**config.mk**
```make
export PLATFORM = sky130hd
export DESIGN_NAME = led_btn_ctrl
export DESIGN_NICKNAME = d
export VERILOG_FILES = /design/src/rtl/led_btn_ctrl.sv
export SDC_FILE = /design/constraint.sdc
export NUM_CORES = 1
export LEC_CHECK = 0
export BUFFER_PORTS_ARGS = -buffer_cell sky130_fd_sc_hd__buf_2
export CORE_MARGIN = 2
export CORE_UTILIZATION = 30
export DETAILED_ROUTE_END_ITERATION = 7
export GPL_ROUTABILITY_DRIVEN = 0
export PLACE_DENSITY = 0.41
export SETUP_SLACK_MARGIN = 0.05
export SLEW_MARGIN = 0
export SYNTH_ARGS = -nofsm -noshare
export SYNTH_HDL_FRONTEND = slang
export SYNTH_SLANG_ARGS = --single-unit
```
**constraint.sdc**
```tcl
create_clock -name clk -period 3.5 [get_ports clk]
set_input_delay 0.525 -clock clk [delete_from_list [all_inputs] [get_ports clk]]
set_output_delay 0.525 -clock clk [all_outputs]
set_load 0.005 [all_outputs]
```
**src/rtl/led_btn_ctrl.sv**
```systemverilog
// led_btn_ctrl
//
// Purpose:
//   Sequencing controller for the Nexys4 switch/button/LED path. Four switches
//   drive four LEDs. A debounced push button blanks the LEDs while it is held.
//   A short press toggles between LIVE (LEDs follow the switches) and FROZEN
//   (LEDs hold a switch value captured on release). A long press blanks the
//   LEDs and then returns to the mode it started from, with no other change.
//
// Ports:
//   clk        in   1  system clock, single clock domain
//   rst_n      in   1  asynchronous active-low reset
//   swt        in   4  raw switches, asynchronous to clk
//   btn        in   1  raw push button, asynchronous, bouncy, active-high
//   led        out  4  LED drive, registered
//   frozen_o   out  1  FROZEN mode, including a press that started in FROZEN
//   pressed_o  out  1  FSM is in PRESSED (debounced button held)
//
// Reset:
//   rst_n asserts asynchronously. It must be released synchronously to clk by
//   the board-level reset block. Release latencies are counted from that edge.

module led_btn_ctrl #(
    parameter int SYNC_STAGES     = 2,
    parameter int DEBOUNCE_CYCLES = 1_000_000,
    parameter int LONG_CYCLES     = 50_000_000
) (
    input  logic       clk,
    input  logic       rst_n,
    input  logic [3:0] swt,
    input  logic       btn,
    output logic [3:0] led,
    output logic       frozen_o,
    output logic       pressed_o
);

    localparam int DB_W   = $clog2(DEBOUNCE_CYCLES + 1);
    localparam int HOLD_W = $clog2(LONG_CYCLES + 1);

    typedef enum logic [1:0] {
        ST_LIVE    = 2'd0,
        ST_FROZEN  = 2'd1,
        ST_PRESSED = 2'd2
    } state_t;

    logic [SYNC_STAGES-1:0][3:0] swt_sync_q, swt_sync_d;
    logic [SYNC_STAGES-1:0]      btn_sync_q, btn_sync_d;
    logic [3:0]                  swt_s;
    logic                        btn_s;

    logic [DB_W-1:0]   db_cnt_q, db_cnt_d;
    logic              btn_db_q, btn_db_d;

    state_t            state_q, state_d;
    state_t            origin_q, origin_d;
    logic [HOLD_W-1:0] hold_q, hold_d;
    logic [3:0]        frozen_val_q, frozen_val_d;

    logic [3:0]        led_q, led_d;
    logic              frozen_q, frozen_d;
    logic              pressed_q, pressed_d;

    // Synchroniser shift chains. Index 0 takes the raw pin and the oldest
    // stage feeds the rest of the design.
    always_comb begin
        swt_sync_d = {swt_sync_q[SYNC_STAGES-2:0], swt};
        btn_sync_d = {btn_sync_q[SYNC_STAGES-2:0], btn};
    end

    assign swt_s = swt_sync_q[SYNC_STAGES-1];
    assign btn_s = btn_sync_q[SYNC_STAGES-1];

    // Debounce. The counter runs only while the synchronised button differs
    // from the accepted level, so any agreeing sample restarts it. The change
    // is accepted on the cycle the run reaches DEBOUNCE_CYCLES, which is why
    // the count is compared against DEBOUNCE_CYCLES-1.
    always_comb begin
        db_cnt_d = db_cnt_q;
        btn_db_d = btn_db_q;
        if (btn_s == btn_db_q) begin
            db_cnt_d = '0;
        end else if (db_cnt_q == DB_W'(DEBOUNCE_CYCLES - 1)) begin
            btn_db_d = btn_s;
            db_cnt_d = '0;
        end else begin
            db_cnt_d = db_cnt_q + DB_W'(1);
        end
    end

    // Press-type FSM. LIVE and FROZEN are only ever entered with the debounced
    // button low, so seeing it high in those states is the rising edge. The
    // hold counter saturates at LONG_CYCLES, so a long press never wraps back
    // into looking short.
    always_comb begin
        state_d      = state_q;
        origin_d     = origin_q;
        hold_d       = hold_q;
        frozen_val_d = frozen_val_q;
        case (state_q)
            ST_LIVE: begin
                if (btn_db_q) begin
                    state_d  = ST_PRESSED;
                    origin_d = ST_LIVE;
                    hold_d   = '0;
                end
            end
            ST_FROZEN: begin
                if (btn_db_q) begin
                    state_d  = ST_PRESSED;
                    origin_d = ST_FROZEN;
                    hold_d   = '0;
                end
            end
            ST_PRESSED: begin
                if (!btn_db_q) begin
                    if (hold_q < HOLD_W'(LONG_CYCLES)) begin
                        if (origin_q == ST_LIVE) begin
                            state_d      = ST_FROZEN;
                            frozen_val_d = swt_s;
                        end else begin
                            state_d = ST_LIVE;
                        end
                    end else begin
                        state_d = origin_q;
                    end
                end else if (hold_q != HOLD_W'(LONG_CYCLES)) begin
                    hold_d = hold_q + HOLD_W'(1);
                end
            end
            default: begin
                state_d = ST_LIVE;
            end
        endcase
    end

    // Outputs are decoded from the next state. This makes the LEDs change in
    // the same cycle the FSM changes mode, rather than one cycle later.
    always_comb begin
        case (state_d)
            ST_PRESSED: led_d = 4'h0;
            ST_FROZEN:  led_d = frozen_val_d;
            default:    led_d = swt_s;
        endcase
        frozen_d  = (state_d == ST_FROZEN) ||
                    ((state_d == ST_PRESSED) && (origin_d == ST_FROZEN));
        pressed_d = (state_d == ST_PRESSED);
    end

    // All state lives here. Every flop clears on reset, so a button that is
    // still held after reset is debounced again from zero.
    always_ff @(posedge clk or negedge rst_n) begin
        if (!rst_n) begin
            swt_sync_q   <= '0;
            btn_sync_q   <= '0;
            db_cnt_q     <= '0;
            btn_db_q     <= 1'b0;
            state_q      <= ST_LIVE;
            origin_q     <= ST_LIVE;
            hold_q       <= '0;
            frozen_val_q <= 4'h0;
            led_q        <= 4'h0;
            frozen_q     <= 1'b0;
            pressed_q    <= 1'b0;
        end else begin
            swt_sync_q   <= swt_sync_d;
            btn_sync_q   <= btn_sync_d;
            db_cnt_q     <= db_cnt_d;
            btn_db_q     <= btn_db_d;
            state_q      <= state_d;
            origin_q     <= origin_d;
            hold_q       <= hold_d;
            frozen_val_q <= frozen_val_d;
            led_q        <= led_d;
            frozen_q     <= frozen_d;
            pressed_q    <= pressed_d;
        end
    end

    assign led       = led_q;
    assign frozen_o  = frozen_q;
    assign pressed_o = pressed_q;

endmodule

```
### After elaboration in Yosys (flattened, before gate mapping)

Cells that the tools add are included.

* register bits after elaboration: 71
* memories kept: 0
* word-level logic and storage cells: 54
* output and inout bits: 6
* ROM bits: 0
* latch bits: 0
* memory bits (writable): 0

* multiplexer cells: 19
* divide/modulo/power cells: 0
* bitwise operators: 1
* add/subtract/negate cells: 2
* eq/ne operators: 11
* reductions and logical operators: 8
* shifts and indexed selects: 0
* $mul: 0
* magnitude comparators: 1

Operators by type and width (count)
* 26-bit two-way mux: 3
* 26-bit case mux with 2 select lines: 1
* 20-bit two-way mux: 2
* 26-bit by 1-bit adder with 26-bit output, second input constant: 1
* 26-bit < comparator, second input constant: 1
* 26-bit inequality test, second input constant: 1
* 20-bit by 1-bit adder with 20-bit output, second input constant: 1
* 20-bit equality test, second input constant: 1
* 4-bit two-way mux: 4
* 2-bit two-way mux: 5
* 2-bit case mux with 2 select lines: 2
* 4-bit case mux with 2 select lines: 1
* 2-bit by 1-bit equality test with 1-bit output, second input constant: 3
* 2-bit equality test, second input constant: 2
* 2-bit zero test: 2
* 2-bit inequality test, second input constant: 2
* 4-bit AND reduction: 1
* 2-bit by 1-bit inequality test with 1-bit output, second input constant: 1
* 2-bit AND reduction: 1
* 2-bit nonzero test: 1
* 2-bit OR reduction: 1
* 1-bit equality test: 1
* 1-bit logical AND: 1
* 1-bit logical OR: 1
* other kinds (2): 2

### Depth between registers and ports, before layout

Gate-level depths: netlist (run 1).

* depth in word-level cells: 8
* mapped depth: 10

### Worst setup path before layout (run 1)

Ideal clock, no wire load.

* path type: register to register
* start: register hold_q[24]
* end: register led_q[1] (netlist: led[1])
* slack: 1043 ps
* path buffers: 0
* library setup time: 126 ps
* required time: 3374 ps
* stages on the path, launching flop included: 11
* data arrival time: 2331 ps
* cells stage by stage: dfrtp_1 > nor3b_2 > nand4b_4 > o221a_4 > mux2_1 > a21o_1 > ha_1 > nor2b_1 > nand2_1 > a31oi_1 > a311o_1

* cells in the longest elaborated chain, start to end: 6
* elaborated cells on any way between the ends: 10

RTL lines
* start, declared: RTL line 56 `logic [HOLD_W-1:0] hold_q, hold_d;`
* start signal, assigned: RTL line 171 `hold_q <= hold_d;`
* 26-bit < comparator *: RTL line 116 `if (hold_q < HOLD_W'(LONG_CYCLES)) begin`
* 2-bit two-way mux *: RTL line 116
* 2-bit two-way mux *: RTL line 115 `if (!btn_db_q) begin`
* 2-bit case mux with 2 select lines *: RTL line 99 `case (state_q)`
* named net state_d[0]: RTL line 54 `state_t state_q, state_d;`
* 2-bit by 1-bit equality test with 1-bit output or 2-bit equality test (tied branches): RTL line 139 `case (state_d)`
* 4-bit case mux with 2 select lines *: RTL line 139
* named net led_d[1]: RTL line 59 `logic [3:0] led_q, led_d;`
* end signal, assigned: RTL line 173 `led_q <= led_d;`
* end, declared: RTL line 59

The timed path passes the listed nets; every way through them passes the cells marked *.
A chain may end at the register's enable or synchronous reset.

### Worst setup path after layout (run 1)

* start: register hold_q[18]
* end: register led_q[1] (netlist: led[1])

The elaborated chain is that of the path after synthesis.

==> impl_metrics.env, run 1 <==
export IMPL_status="finished clean"
export IMPL_drc=0
export IMPL_path_cells="nor3b_2, nand4b_4, o221a_4, mux2_1, a21o_1, ha_1, nor2b_1, nand2_1, a31oi_1, a311o_1"
export IMPL_grt_overflow_total=0
export IMPL_drtIter0Drc=126
export IMPL_fin_skew_ps=10.7
export IMPL_io_pins=13
export IMPL_syn_nets=328
export IMPL_ys_seq_area_share_pct=52.6
export IMPL_worst_setup_path_start_kind="register"
export IMPL_cts_buffers=9
export IMPL_critPathBufInv=0
export IMPL_drive_gt1_share_pct=13.4
export IMPL_async_reset_ff_share_pct=100
export IMPL_first_global_vias=2405
export IMPL_synth_cells=316
export IMPL_grt_max_degree=72
export IMPL_hold_viol_final=0
export IMPL_synth_area_leaders="dfrtp_1 53%, xor2_1 7.5%, nor2_1 5.4%, nand4_1 3.7%, xnor2_1 2.9%"
export IMPL_placementRows=38
export IMPL_ys_ff_latch=71
export IMPL_timing_slew_headroom_pct=37.1
export IMPL_synth_area_um2=3380
export IMPL_hpwl_um=4230
export IMPL_rsz0062_at_grt="false"
export IMPL_finalSetupViolCount=0
export IMPL_holdCritPathClass="in2reg"
export IMPL_avgSynthCellArea_um2=10.7
export IMPL_start_util_pct=31.0
export IMPL_core_um2=10900
export IMPL_nFillCells=1120
export IMPL_synth_edf_count=0
export IMPL_wl_per_cell_um=13.8
export IMPL_detail_route_antenna_nets=0
export IMPL_diodes=0
export IMPL_critPathTopFamily="compound AO/OA/AOI/OAI gates"
export IMPL_cts_setup_buffers=0
export IMPL_powerDensity_nw_per_um2=424
export IMPL_grt_total_usage_pct=12.3
export IMPL_min_period_ps=2630
export IMPL_fin_tns_setup_ps=0
export IMPL_first_pass_iters=4
export IMPL_path_clk_slew_ps=80
export IMPL_vias=2290
export IMPL_crit_type="reg2reg"
export IMPL_clock_latency_ps=350
export IMPL_critPathMaxStageDelay_ps=450
export IMPL_slowest_stage="dfrtp_1"
export IMPL_worst_ep_required_time_ps=3790
export IMPL_portBuffers=12
export IMPL_synth_largest_area_cell="dfrtp_1"
export IMPL_viasPerCell=4.80
export IMPL_clkSinkCount=71
export IMPL_worst_slew_pin_slew_ps=943
export IMPL_area_delta_synth_final_pct=12.5
export IMPL_crit_fanout=7
export IMPL_timing_fmax_mhz=380
export IMPL_synth_cell_type_count=49
export IMPL_nets=344
export IMPL_power_total_mw=1.61
export IMPL_reg2reg_slack_ps=870
export IMPL_grt_first_pass_wirelength_um=11500
export IMPL_arrival_ps=2920
export IMPL_period_share_pct=75.2
export IMPL_yosys_warnings=0
export IMPL_synth_flop_cell="dfrtp_1"
export IMPL_die_x_um=110
export IMPL_maxSlewViolCount=0
export IMPL_netlist_area_leader_share_pct=52.6
export IMPL_cap_violations=0
export IMPL_clock_root_buffer="clkbuf_8"
export IMPL_ctsHoldBuffers=0
export IMPL_p_leak_nw=1.69
export IMPL_wl_um=6570
export IMPL_h_tree_depth=3
export IMPL_die_height_um=110
export IMPL_cts_tree="built"
export IMPL_worstSetupEndpointType="register"
export IMPL_cts_resized=0
export IMPL_antenna_found_initial=0
export IMPL_clock_tree_buffer_depth=2
export IMPL_irDropWorstVdd_mv=0.207
export IMPL_die_area_um2=12100
layout make-up:
class / instances / area [um2] / share of cell area (%)
Clock buffer: 11 / 141 / 3.72
Sequential cell: 71 / 1780 / 46.8
Clock inverter: 5 / 81.3 / 2.14
Inverter: 10 / 37.5 / 0.988
Tap cell: 140 / 175 / 4.61
Multi-Input combinational cell: 226 / 1510 / 39.7
Timing Repair Buffer: 14 / 77.6 / 2.04
cell families (layout without fill, tap and decap cells):
kind of cell	after synthesis	in the layout	synth area share (%)
buffers and inverters	19	40	2.74
muxes	7	7	2.33
adders and majority gates	5	5	1.85
AOI/OAI and AO/OA	31	31	7.04
DFF	71	71	52.6
and+or+nand+nor	143	143	23.0
xor gates and xnor gates	40	40	10.4
final timing paths:
kind,start,endpoint,cells after the start
setup reg to reg,hold_q[18],led[1],10
setup / recovery,hold_q[18],led[1],10
hold / removal,swt[3],swt_sync_d[7],1
min in group asynchronous,rst_n,db_cnt_q[12],1
max in group asynchronous,rst_n,frozen_val_q[3],1
hold reg to reg,swt_sync_d[6],swt_s[2],0
per-layer routing:
layer	routed length (um)	share of wire, %	track usage, %
met5	0	0	0
met4	107	1.6	4.73
met3	211	3.2	3.76
met2	2850	43	18.3
met1	3400	52	16.9
state kept, by name, indices dropped and copies added (netlist names):
| signal | count |
|---|---|
| swt_sync_d | 4 |
| db_cnt_q | 20 |
| hold_q | 26 |
| state_q | 2 |
| btn_sync_q | 2 |
| pressed_o | 1 |
| swt_s | 4 |
| led | 4 |
| frozen_o | 1 |
| origin_q | 2 |
| btn_db_q | 1 |
| frozen_val_q | 4 |
per-stage QoR:
step	hold slack [ps]	setup WS, ps	utilization (%)	area (um2)	instances
global placement	332	892	32.9	3580	461
global route	246	675	34.9	3800	477
floorplan	229	1040	-	3380	316
CTS	256	853	34.9	3800	477
detailed placement	335	874	32.9	3580	461
finish	278	869	34.9	3800	477
cells in the mapped netlist (all sizes together), types with 4 or more instances:
cell,number
nor2b,4
ha,5
nand3,12
a21oi,4
nor3,4
buf,6
dfrtp,71
xnor2,11
nand4,20
o21ai,5
and2,6
nor2,49
o21a,4
inv,10
and3,7
nand2,19
mux2,7
nor4,5
and4,6
xor2,29
power breakdown:
part | leakage, nW | total (mW) | switching [mW] | internal (mW)
combinational | 0.624 | 0.0351 | 0.0254 | 0.00970
sequential | 0.957 | 0.837 | 0.00609 | 0.831
clock | 0.110 | 0.741 | 0.320 | 0.421
total | 1.69 | 1.61 | 0.352 | 1.26
layout by cell type, fill, tap and decap left out, drive strengths merged, types with 10 or more instances in the layout:
master / Yosys / layout
nand4: 20 / 20
nand2: 19 / 19
inv: 10 / 10
nor2: 49 / 49
xnor2: 11 / 11
dfrtp: 71 / 71
nand3: 12 / 12
clkbuf: 3 / 11
buf: 6 / 14
xor2: 29 / 29
Note: power is estimated with default switching activity, not from simulation.
==> inputs of run 2 (changes only) <==
PLACE_DENSITY = 0.42   (was 0.41)
clock period = 2.4 ns   (was 3.5 ns; I/O delays follow)
==> impl_metrics.env, run 2 (synthesis results as in run 1) <==
export IMPL_critPathBufInv=2
export IMPL_nets=372
export IMPL_min_period_ps=2350
export IMPL_die_area_um2=12100
export IMPL_power_total_mw=2.37
export IMPL_period_share_pct=97.7
export IMPL_diodes=0
export IMPL_worst_setup_path_start_kind="register"
export IMPL_worst_ep_required_time_ps=2630
export IMPL_critPathMaxStageDelay_ps=430
export IMPL_critPathTopFamily="compound AO/OA/AOI/OAI gates"
export IMPL_layout_cells_non_filler=505
export IMPL_internal_power_mw=1.83
export IMPL_final_cell_mix="71 x dfrtp_1, 49 x nor2_1, 29 x xor2_1"
export IMPL_grt_first_pass_wirelength_um=12100
export IMPL_hold_viol_final=0
export IMPL_seqCellArea_um2=1780
export IMPL_placementRows=38
export IMPL_timing_fmax_mhz=426
export IMPL_maxSlewViolCount=0
export IMPL_clock_root_buffer="clkbuf_8"
export IMPL_fin_util_pct=37.4
export IMPL_detail_route_antenna_nets=0
export IMPL_cts_buffers=9
export IMPL_clock_tree_buffer_depth=2
export IMPL_top_register="hold_q"
export IMPL_portBuffers=12
export IMPL_grt_total_usage_pct=12.9
export IMPL_multi_input_area_um2=1550
export IMPL_nFillCells=1069
export IMPL_wl_um=6770
export IMPL_crit_type="reg2reg"
export IMPL_drive_gt1_share_pct=21.1
export IMPL_fin_skew_ps=11.7
export IMPL_h_tree_depth=3
export IMPL_drc=0
export IMPL_drtIter0Drc=95
export IMPL_area_delta_synth_final_pct=20.6
export IMPL_first_global_vias=2457
export IMPL_grt_max_degree=44
export IMPL_worstSetupEndpointType="register"
export IMPL_irDropWorstVdd_mv=0.260
export IMPL_die_height_um=110
export IMPL_status="finished clean"
export IMPL_wl_per_cell_um=13.4
export IMPL_p_seq_share_pct=51.4
export IMPL_fin_tns_setup_ps=0
export IMPL_swShare_pct=22.9
export IMPL_clock_latency_ps=340
export IMPL_antenna_found_initial=0
export IMPL_largest_register_ffs=26
export IMPL_p_leak_nw=1.85
export IMPL_pwr_share_clk_pct=46.2
export IMPL_path_clk_slew_ps=80
export IMPL_io_pins=13
export IMPL_clkSinkCount=71
export IMPL_p_sw_mw=0.542
export IMPL_hpwl_um=4580
export IMPL_rsz0062_at_grt="true"
export IMPL_start_util_pct=31.0
export IMPL_cts_tree="built"
export IMPL_path_cells="buf_6, inv_1, a31oi_2, o221a_4, mux2_4, a21o_1, ha_4, and2_1, a311o_1"
export IMPL_die_x_um=110
export IMPL_crit_fanout=4
export IMPL_final_common_cell="dfrtp_1"
export IMPL_grt_overflow_total=0
export IMPL_timing_slew_headroom_pct=61.8
export IMPL_holdCritPathClass="in2reg"
export IMPL_slowest_stage="dfrtp_1"
export IMPL_arrival_ps=2570
export IMPL_viasPerCell=4.76
export IMPL_worst_slew_pin_slew_ps=568
export IMPL_dp_cells=481
export IMPL_vias=2405
export IMPL_cap_violations=0
export IMPL_first_pass_iters=5
export IMPL_reg_largest_list="hold_q x26, db_cnt_q x20"
export IMPL_finalSetupViolCount=0
export IMPL_p_comb_share_pct=2.4
export IMPL_powerDensity_nw_per_um2=583
export IMPL_core_um2=10900
-- run 2: final timing paths --
path | depth (start not counted) | end | slack, ps | from
worst max-delay path | 9 | led[3] | 50 | hold_q[24]
worst min-delay path | 1 | swt_sync_d[6] | 120 | swt[2]
worst max register to register | 9 | led[3] | 50 | hold_q[24]
worst min register to register | 0 | swt_s[2] | 350 | swt_sync_d[6]
max in group asynchronous | 3 | db_cnt_q[3] | 1340 | rst_n
min in group asynchronous | 2 | hold_q[16] | 490 | rst_n
-- run 2: power groups by stage --
stage               registers [mW]  logic, mW  clock network [mW]
floorplan                     1.24     0.0178                   0
global placement              1.24     0.0600                   0
detailed placement            1.24     0.0600                   0
CTS                           1.22     0.0616                1.15
global route                  1.22     0.0679                1.21
finish                        1.22     0.0576                1.10
-- run 2: through the flow --
stage | hold WS, ps | cell area, um2 | setup slack [ps]
global route | 82.7 | 4070 | -50.7
finish | 116 | 4070 | 54.7
floorplan | 64.4 | 3400 | 15.7
global placement | 332 | 3760 | 64.3
detailed placement | 329 | 3760 | 26.2
CTS | 90.7 | 4020 | 26.8
-- run 2: what timing repair did --
item,CTS,global route
endpoints found under the setup margin,4,4
resized for setup,0,4
hold endpoints to repair,28,0
pin swaps,4,4
setup buffers,2,5
hold buffers,1,0
-- run 2: layout make-up --
type / count / share of cell area, %
inverters: 10 / 0.922
multi-input cells: 226 / 38.0
clock buffers: 9 / 3.04
clock inverters: 7 / 2.58
flip-flops and latches: 71 / 43.6
repair buffers: 42 / 7.53
well taps: 140 / 4.30
-- run 2: worst reg2reg max path: stages (launching register included) --
cell     delay [ps]
dfrtp_1         430
buf_6           140
inv_1            60
a31oi_2          80
o221a_4         310
mux2_4          310
a21o_1          200
ha_4            270
and2_1          130
a311o_1         310
-- run 2: metal layers --
layer / global-route usage (%) / share of wire [%] / up-vias
met1: 17.9 / 49 / 1175
met2: 19.6 / 47 / 25
met4: 4.82 / 1.4 / 0
met3: 3.12 / 2.5 / 10
li1: - / - / 1195
met5: 0 / 0 / -
==> inputs of run 3 (changes only) <==
RECOVER_POWER = 25   (was unset)
==> impl_metrics.env, run 3 (synthesis results as in run 1) <==
export IMPL_layout_cells_non_filler=505
export IMPL_grt_overflow_total=0
export IMPL_powerDensity_nw_per_um2=583
export IMPL_area_delta_synth_final_pct=20.5
export IMPL_die_height_um=110
export IMPL_grt_first_pass_wirelength_um=12100
export IMPL_cts_tree="built"
export IMPL_place_area_um2=3760
export IMPL_worst_setup_path_start_kind="register"
export IMPL_rsz0062_at_grt="true"
export IMPL_drtIter0Drc=95
export IMPL_seqCellArea_um2=1780
export IMPL_nFillCells=1069
export IMPL_die_x_um=110
export IMPL_h_tree_depth=3
export IMPL_first_pass_iters=5
export IMPL_irDropWorstVdd_mv=0.260
export IMPL_start_util_pct=31.0
export IMPL_clock_root_buffer="clkbuf_8"
export IMPL_vias=2405
export IMPL_maxSlewViolCount=0
export IMPL_io_pins=13
export IMPL_worstSetupEndpointType="register"
export IMPL_top_register="hold_q"
export IMPL_pre_cts_ws_ps=26.2
export IMPL_reg2reg_from="hold_q[24]"
export IMPL_diodes=0
export IMPL_viasPerCell=4.76
export IMPL_status="finished clean"
export IMPL_crit_fanout=4
export IMPL_placementRows=38
export IMPL_clock_latency_ps=340
export IMPL_multi_input_area_um2=1550
export IMPL_period_share_pct=97.7
export IMPL_worst_ep_required_time_ps=2630
export IMPL_fin_ws_ps=54.7
export IMPL_critical_path_startpoint="hold_q[24]"
export IMPL_clkSinkCount=71
export IMPL_hold_start="swt[2]"
export IMPL_largest_register_ffs=26
export IMPL_final_common_cell="dfrtp_1"
export IMPL_path_clk_slew_ps=80
export IMPL_core_um2=10900
export IMPL_timing_slew_headroom_pct=46.2
export IMPL_cts_buffers=9
export IMPL_hpwl_um=4580
export IMPL_grt_total_usage_pct=12.9
export IMPL_first_global_vias=2457
export IMPL_timing_fmax_mhz=426
export IMPL_holdCritPathClass="in2reg"
export IMPL_die_area_um2=12100
export IMPL_drive_gt1_share_pct=21.1
export IMPL_detail_route_antenna_nets=0
export IMPL_cap_violations=0
export IMPL_worst_slew_pin_slew_ps=807
export IMPL_antenna_found_initial=0
export IMPL_fin_skew_ps=11.7
export IMPL_nets=372
export IMPL_p_leak_nw=1.85
export IMPL_wl_um=6770
export IMPL_design_area_um2=4070
export IMPL_fin_util_pct=37.4
export IMPL_portBuffers=12
export IMPL_min_period_ps=2350
export IMPL_reg_largest_list="hold_q x26, db_cnt_q x20"
export IMPL_hold_viol_final=0
export IMPL_final_cell_mix="71 x dfrtp_1, 49 x nor2_1, 29 x xor2_1"
export IMPL_arrival_ps=2570
export IMPL_grt_max_degree=44
export IMPL_fin_tns_setup_ps=0
export IMPL_clock_tree_buffer_depth=2
export IMPL_dp_cells=481
export IMPL_crit_type="reg2reg"
export IMPL_finalSetupViolCount=0
export IMPL_wl_per_cell_um=13.4
export IMPL_drc=0
-- run 3: cell types whose count changed in the layout (fill, tap and decap cells not counted), sizes merged --
cell,change
clkbuf,+1
buf,-1
-- run 3: metrics by stage --
stage / power [mW] / hold slack, ps
2_1_floorplan: 1.26 / 64.4
3_5_place_dp: 1.30 / 329
5_1_grt: 2.49 / 82.7
3_3_place_gp: 1.30 / 332
6_report: 2.37 / 116
4_1_cts: 2.43 / 90.7
-- run 3: power breakdown --
part / switching [mW] / total, mW / internal [mW]
Sequential: 0.00859 / 1.22 / 1.21
Clock: 0.496 / 1.10 / 0.600
Combinational: 0.0378 / 0.0571 / 0.0193
-- run 3: what timing repair did --
action,in CTS,in global routing
hold buffers,1,0
buffers inserted,2,5
resized for setup,0,4
setup endpoints to repair,4,4
hold endpoints to repair,28,0
pin swaps,4,4
-- run 3: metal layers --
metal  vias to the layer above  routed length [um]  GRT usage (%)
li1                       1195                   -              -
met1                      1175                3350           17.9
met2                        25                3160           19.6
met3                        10                 167           3.12
met4                         0                  93           4.82
met5                         -                   0              0
-- run 3: critical path, stage by stage (launching register included) --
cell     delay [ps]
dfrtp_1         430
buf_6           140
inv_1            60
a31oi_2          80
o221a_4         310
mux2_4          310
a21o_1          200
ha_4            270
and2_1          130
a311o_1         310
-- run 3: cell type report --
type,instances,share of cell area [%]
clock buffers,9,3.04
flip-flops and latches,71,43.7
multi-input cells,226,38.0
well taps,140,4.31
repair buffers,42,7.47
inverters,10,0.923
clock inverters,7,2.58
-- run 3: final timing paths --
check	endpoint	slack [ps]	depth (start not counted)
max	led[3]	50	9
min reg2reg	swt_s[2]	350	0
min	swt_sync_d[6]	120	1
min in group asynchronous	hold_q[16]	640	2
max reg2reg	led[3]	50	9
max in group asynchronous	db_cnt_q[3]	1060	3
